## config.mk

```make
export PLATFORM = sky130hd
export DESIGN_NAME = reg_bus_master
export DESIGN_NICKNAME = d
export VERILOG_FILES = /design/src/rtl/reg_bus_pkg.sv /design/src/rtl/reg_bus_cmd_fifo.sv /design/src/rtl/reg_bus_master.sv
export SDC_FILE = /design/constraint.sdc
export NUM_CORES = 1
export LEC_CHECK = 0
export CAP_MARGIN = 20
export CORE_UTILIZATION = 51
export CTS_BUF_LIST = sky130_fd_sc_hd__clkbuf_4
export DETAILED_ROUTE_END_ITERATION = 7
export HOLD_SLACK_MARGIN = 0.05
export PLACE_DENSITY = 0.78
export SLEW_MARGIN = 20
export SYNTH_ARGS = -nofsm -noshare
export SYNTH_HDL_FRONTEND = slang
export SYNTH_HIERARCHICAL = 1
export SYNTH_SLANG_ARGS = --single-unit
export TNS_END_PERCENT = 100
```

## constraint.sdc

```tcl
create_clock -name clock -period 3.11 [get_ports clock]
set_input_delay 0.311 -clock clock [delete_from_list [all_inputs] [get_ports clock]]
set_output_delay 0.311 -clock clock [all_outputs]
set_load 0.01 [all_outputs]
```

## src/rtl/reg_bus_pkg.sv

```systemverilog
// Shared types for the register bus initiator.
// FSM encoding, command entry sizing and counter width.
package reg_bus_pkg;

  localparam int TXN_COUNT_WIDTH = 16;

  typedef enum logic [1:0] {
    IDLE  = 2'd0,
    WRITE = 2'd1,
    READ  = 2'd2,
    RESP  = 2'd3
  } state_e;

  // Entry layout is {write bit, address, wdata}
  function automatic int entry_width(
    input int aw,
    input int dw
  );
    return 1 + aw + dw;
  endfunction

endpackage

```

## src/rtl/reg_bus_cmd_fifo.sv

```systemverilog
// Single-clock command FIFO with wrap-bit pointers.
// Push is refused when full, even if a pop happens in the same cycle.
module reg_bus_cmd_fifo #(
  parameter int WIDTH = 8,
  parameter int DEPTH = 4
) (
  input  logic             clock,
  input  logic             reset,
  input  logic             push,
  input  logic             pop,
  input  logic [WIDTH-1:0] din,
  output logic [WIDTH-1:0] dout,
  output logic             full,
  output logic             empty
);

  localparam int AW = (DEPTH > 1) ? $clog2(DEPTH) : 1;
  localparam logic [AW:0] ONE = (AW + 1)'(1);

  logic [AW:0]      wr_q, wr_d;
  logic [AW:0]      rd_q, rd_d;
  logic [WIDTH-1:0] mem_q [DEPTH];
  logic             do_push;
  logic             do_pop;

  assign empty = (wr_q == rd_q);
  assign full  = (wr_q[AW] != rd_q[AW]) &&
                 (wr_q[AW-1:0] == rd_q[AW-1:0]);

  assign do_push = push && !full;
  assign do_pop  = pop && !empty;

  assign wr_d = do_push ? wr_q + ONE : wr_q;
  assign rd_d = do_pop  ? rd_q + ONE : rd_q;

  always_ff @(posedge clock or negedge reset) begin
    if (!reset) begin
      wr_q <= '0;
      rd_q <= '0;
    end else begin
      wr_q <= wr_d;
      rd_q <= rd_d;
    end
  end

  always_ff @(posedge clock) begin
    if (do_push) begin
      mem_q[wr_q[AW-1:0]] <= din;
    end
  end

  assign dout = mem_q[rd_q[AW-1:0]];

endmodule

```

## src/rtl/reg_bus_master.sv

```systemverilog
// Register bus initiator: queues commands, runs them one at a time,
// returns read data over a valid/ready response port.
module reg_bus_master
  import reg_bus_pkg::*;
#(
  parameter int ADDR_WIDTH  = 33,
  parameter int WDATA_WIDTH = 33,
  parameter int RDATA_WIDTH = 21,
  parameter int CMD_DEPTH   = 4,
  parameter int READ_WAIT   = 1
) (
  input  logic                       clock,
  input  logic                       reset,
  input  logic                       cmd_valid,
  output logic                       cmd_ready,
  input  logic                       cmd_write,
  input  logic [ADDR_WIDTH-1:0]      cmd_addr,
  input  logic [WDATA_WIDTH-1:0]     cmd_wdata,
  output logic                       rsp_valid,
  input  logic                       rsp_ready,
  output logic [RDATA_WIDTH-1:0]     rsp_rdata,
  output logic [ADDR_WIDTH-1:0]      address,
  output logic                       write_enable,
  output logic [WDATA_WIDTH-1:0]     write_data,
  output logic                       read_enable,
  input  logic [RDATA_WIDTH-1:0]     read_data,
  output logic                       busy,
  output logic [TXN_COUNT_WIDTH-1:0] txn_count
);

  localparam int EW = entry_width(ADDR_WIDTH, WDATA_WIDTH);
  localparam logic [3:0] RW = 4'(READ_WAIT);

  state_e state_q, state_d;

  logic [3:0]                 wait_q, wait_d;
  logic [ADDR_WIDTH-1:0]      addr_q, addr_d;
  logic [WDATA_WIDTH-1:0]     wdata_q, wdata_d;
  logic                       we_q, we_d;
  logic                       re_q, re_d;
  logic                       rvld_q, rvld_d;
  logic [RDATA_WIDTH-1:0]     rdata_q, rdata_d;
  logic [TXN_COUNT_WIDTH-1:0] txn_q, txn_d;

  logic                   fifo_full;
  logic                   fifo_empty;
  logic                   fifo_pop;
  logic [EW-1:0]          fifo_din;
  logic [EW-1:0]          fifo_dout;
  logic                   head_write;
  logic [ADDR_WIDTH-1:0]  head_addr;
  logic [WDATA_WIDTH-1:0] head_wdata;

  assign fifo_din = {cmd_write, cmd_addr, cmd_wdata};

  reg_bus_cmd_fifo #(
    .WIDTH (EW),
    .DEPTH (CMD_DEPTH)
  ) u_fifo (
    .clock (clock),
    .reset (reset),
    .push  (cmd_valid),
    .pop   (fifo_pop),
    .din   (fifo_din),
    .dout  (fifo_dout),
    .full  (fifo_full),
    .empty (fifo_empty)
  );

  assign head_write = fifo_dout[EW-1];
  assign head_addr  = fifo_dout[EW-2 -: ADDR_WIDTH];
  assign head_wdata = fifo_dout[WDATA_WIDTH-1:0];

  // Strobes and bus fields default low so they are 0 between transfers
  always_comb begin
    state_d  = state_q;
    wait_d   = wait_q;
    addr_d   = '0;
    wdata_d  = '0;
    we_d     = 1'b0;
    re_d     = 1'b0;
    rvld_d   = rvld_q;
    rdata_d  = rdata_q;
    txn_d    = txn_q;
    fifo_pop = 1'b0;
    unique case (state_q)
      IDLE: begin
        if (!fifo_empty) begin
          fifo_pop = 1'b1;
          addr_d   = head_addr;
          wait_d   = '0;
          if (head_write) begin
            we_d    = 1'b1;
            wdata_d = head_wdata;
            state_d = WRITE;
          end else begin
            re_d    = 1'b1;
            state_d = READ;
          end
        end
      end
      WRITE: begin
        txn_d   = txn_q + 1'b1;
        state_d = IDLE;
      end
      READ: begin
        if (wait_q == RW) begin
          rvld_d  = 1'b1;
          rdata_d = read_data;
          state_d = RESP;
        end else begin
          wait_d = wait_q + 1'b1;
          re_d   = 1'b1;
          addr_d = addr_q;
        end
      end
      RESP: begin
        if (rsp_ready) begin
          rvld_d  = 1'b0;
          txn_d   = txn_q + 1'b1;
          state_d = IDLE;
        end
      end
      default: state_d = IDLE;
    endcase
  end

  always_ff @(posedge clock or negedge reset) begin
    if (!reset) begin
      state_q <= IDLE;
      wait_q  <= '0;
      addr_q  <= '0;
      wdata_q <= '0;
      we_q    <= 1'b0;
      re_q    <= 1'b0;
      rvld_q  <= 1'b0;
      rdata_q <= '0;
      txn_q   <= '0;
    end else begin
      state_q <= state_d;
      wait_q  <= wait_d;
      addr_q  <= addr_d;
      wdata_q <= wdata_d;
      we_q    <= we_d;
      re_q    <= re_d;
      rvld_q  <= rvld_d;
      rdata_q <= rdata_d;
      txn_q   <= txn_d;
    end
  end

  assign cmd_ready    = !fifo_full;
  assign address      = addr_q;
  assign write_enable = we_q;
  assign write_data   = wdata_q;
  assign read_enable  = re_q;
  assign rsp_valid    = rvld_q;
  assign rsp_rdata    = rdata_q;
  assign txn_count    = txn_q;
  assign busy         = !fifo_empty || (state_q != IDLE);

endmodule

```

==> flow_summary.json <==
{
  "status": "finished clean",
  "syn_inst": 706,
  "startpoint": "u_fifo/rd_q[1]",
  "first_global_vias": 8118,
  "area_growth_pct": 26.5,
  "ys_ff_latch": 386,
  "maxSlewHeadroom": 0.545,
  "initial_core_util": 0.518,
  "cpMostUsedCell": "inv_1",
  "r2r_setup_slack_ns": 0.86,
  "yosysTopAreaCellShare": 0.559,
  "setup_tns_ns": 0,
  "crit_path_cell_trace": "xnor2_1 -> nand3_1 -> inv_1 -> inv_1 -> clkdlybuf4s50_1",
  "yosysWarnings": 6,
  "wirelength_mm": 27.9,
  "power_mw": 16.7,
  "grt_start_max_net_pins": 61,
  "drv_cap": 0,
  "syn_area_per_cell_um2": 20.4,
  "worstPathArrival_ns": 2.53,
  "drc": 0,
  "portBuffers": 199,
  "yosysTopAreaCell": "edfxtp_1",
  "async_flop_share": 0.306,
  "path_depth": 5,
  "final-hold-violation-count": 0,
  "rsz0062_at_grt": "false",
  "die_w_um": 170,
  "ios": 200,
  "max_stage_delay_ns": 0.52,
  "cts-htree-levels": 3,
  "cts-root-buf": "clkbuf_4",
  "cpMaxStageDelayCell": "clkdlybuf4s50_1",
  "syn_nets": 806,
  "seqCellArea_mm2": 0.0110,
  "clock-sinks": 386,
  "drive_above_1_share": 0.260,
  "first_pass_iters": 4,
  "worstSetupStartpointType": "flop",
  "viasPerCell": 5.29,
  "p_per_area_mw_per_mm2": 918,
  "endpoint_kind": "output pin",
  "drtIter0Drc": 425,
  "hold_ws_ns": 0.179,
  "ant_nets": 0,
  "power.leakage_nw": 6.82,
  "synth_area_mm2": 0.0144,
  "cp_num_buf_inv": 3,
  "cpLargestDelayFamily": "buffers and inverters",
  "synthTopCellsByCount": "268 x edfxtp_1, 118 x dfrtp_1, 67 x mux4_2, 37 x and3_1, 33 x a22o_1",
  "placedCellCount": 1267,
  "cts_tree": "built",
  "r2r-start": "u_fifo/rd_q[1]",
  "ir_drop_v": 0.000402,
  "dp_hpwl_mm": 16.9,
  "fin_util": 0.656,
  "gp_congestion": 0.777,
  "grt_util_all_layers": 0.203,
  "grt_pass1_wl_mm": 43.9,
  "core_area_mm2": 0.0278,
  "overflow": 0,
  "pre_cts_ws_ns": 0.836,
  "post-cts-setup-buffers": 0,
  "via_count": 7670,
  "report.final.slew_viol_count": 0,
  "worst_slew_pin_slew_ns": 0.683,
  "cp_data_required_time_ns": 2.80,
  "crit_fanout": 4,
  "layout.filler_cells": 1940,
  "worstRegToRegCells": 4,
  "yosysSeqAreaShare": 0.764,
  "r2r_end": "state_q[0]",
  "ctsLongestPathBuffers": 3,
  "final_nets": 1088,
  "antenna_found_initial": 1,
  "num_rows": 61,
  "fp.dieH_um": 170,
  "clk_pin_slew_ns": 0.07,
  "insertion_delay_ns": 0.71,
  "synth.distinct_cells": 43,
  "max_freq_mhz": 352,
  "fin_cells": 1449,
  "multi_input_comb_area_mm2": 0.00321,
  "yosysMostFrequentCell": "edfxtp_1",
  "setup_viol_count_final": 0,
  "fin_skew_ns": 0.0488,
  "fin_ws_ns": 0.269,
  "crit_type": "reg2out",
  "numCtsBuffers": 96,
  "fin_crit_sh": 0.914,
  "fin_area_mm2": 0.0182,
  "netlist_top_cells_area": "edfxtp_1 56%, dfrtp_1 21%, mux4_2 10%",
  "synth_edf_count": 268,
  "hold_class": "in2async",
  "finalCriticalPeriod_ns": 2.84,
  "timing.critical_path.to": "cmd_ready",
  "die_area_mm2": 0.0289,
  "synth_flop_cell": "edfxtp_1",
  "wl_per_cell_um": 19.3,
  "postPlaceCellArea_mm2": 0.0169
}
-- cells in the final DEF, fill, tap and decap left out, drive strengths merged, types with 2 or more instances in the layout --
cell,n
edfxtp,268
clkdlybuf4s50,198
clkbuf,137
dfrtp,118
mux4,67
and3,37
clkinv,36
a22o,33
mux2,22
buf,19
xor2,15
nand2,14
xnor2,11
inv,11
nor2,9
nand3,8
a21oi,8
ha,8
nor3,8
nand4,6
o21ai,5
o31ai,4
a21o,3
and2,3
nor4,3
nand2b,3
nor2b,2
clkinvlp,2
bufinv,2
a211oi,2
a31oi,2
-- power breakdown --
group | total (mW) | internal (mW) | switching (mW)
Clock | 4.21 | 2.23 | 1.99
Combinational | 5.11 | 2.62 | 2.49
Sequential | 7.40 | 6.84 | 0.560
-- state kept, by name, summed over array words and instances, names as in the netlist --
signal / count
write_data: 33
rsp_valid: 1
write_enable: 1
state_q: 2
address: 33
read_enable: 1
u_fifo/rd_q: 3
wait_q: 4
u_fifo/mem_q: 268
u_fifo/wr_q: 3
txn_count: 16
rsp_rdata: 21
-- worst min-delay path by stage --
stage / endpoint / slack, ns / depth (start not counted)
6_report: address[17] / 0.18 / 2
3_3_place_gp: txn_count[11] / 0.33 / 1
5_1_grt: txn_count[6] / 0.18 / 2
2_1_floorplan: address[0] / 0.02 / 0
4_1_cts: write_data[32] / 0.15 / 2
3_5_place_dp: txn_count[12] / 0.34 / 1
-- metal layers --
layer | wire length, um | GRT usage | vias to the layer above | share of wire
li1 | - | - | 3446 | -
met1 | 11500 | 0.270 | 3865 | 0.41
met2 | 13700 | 0.318 | 324 | 0.49
met3 | 2280 | 0.0563 | 35 | 0.082
met4 | 455 | 0.0838 | 0 | 0.016
met5 | 0 | 0 | - | 0
-- kinds of logic (layout without fill, tap and decap cells) --
kind of cell,Yosys count,count (layout),synth area share
flops,386,386,0.764
simple gates,97,97,0.0425
mux,90,90,0.123
compound gates,57,57,0.0306
buf+inv,42,406,0.0161
xor+xnor,26,26,0.0174
fa+ha+maj,8,8,0.00695
other cells,0,1,0
-- layout make-up --
type / count / area share
multi-input combinational: 278 / 0.176
clock inverter: 43 / 0.0134
antenna: 1 / 0.000137
inverter: 8 / 0.00165
sequential: 386 / 0.604
clock buffer: 137 / 0.0564
tap: 378 / 0.0260
timing repair buffer: 218 / 0.122
-- what timing repair did --
| action | 4_1_cts | 5_1_grt |
|---|---|---|
| hold buffers | 1 | 0 |
| setup endpoints to repair | 0 | 1 |
| endpoints found under the hold margin | 59 | 0 |
| gates resized for setup | 0 | 1 |
(Power assumes the default switching activity.)
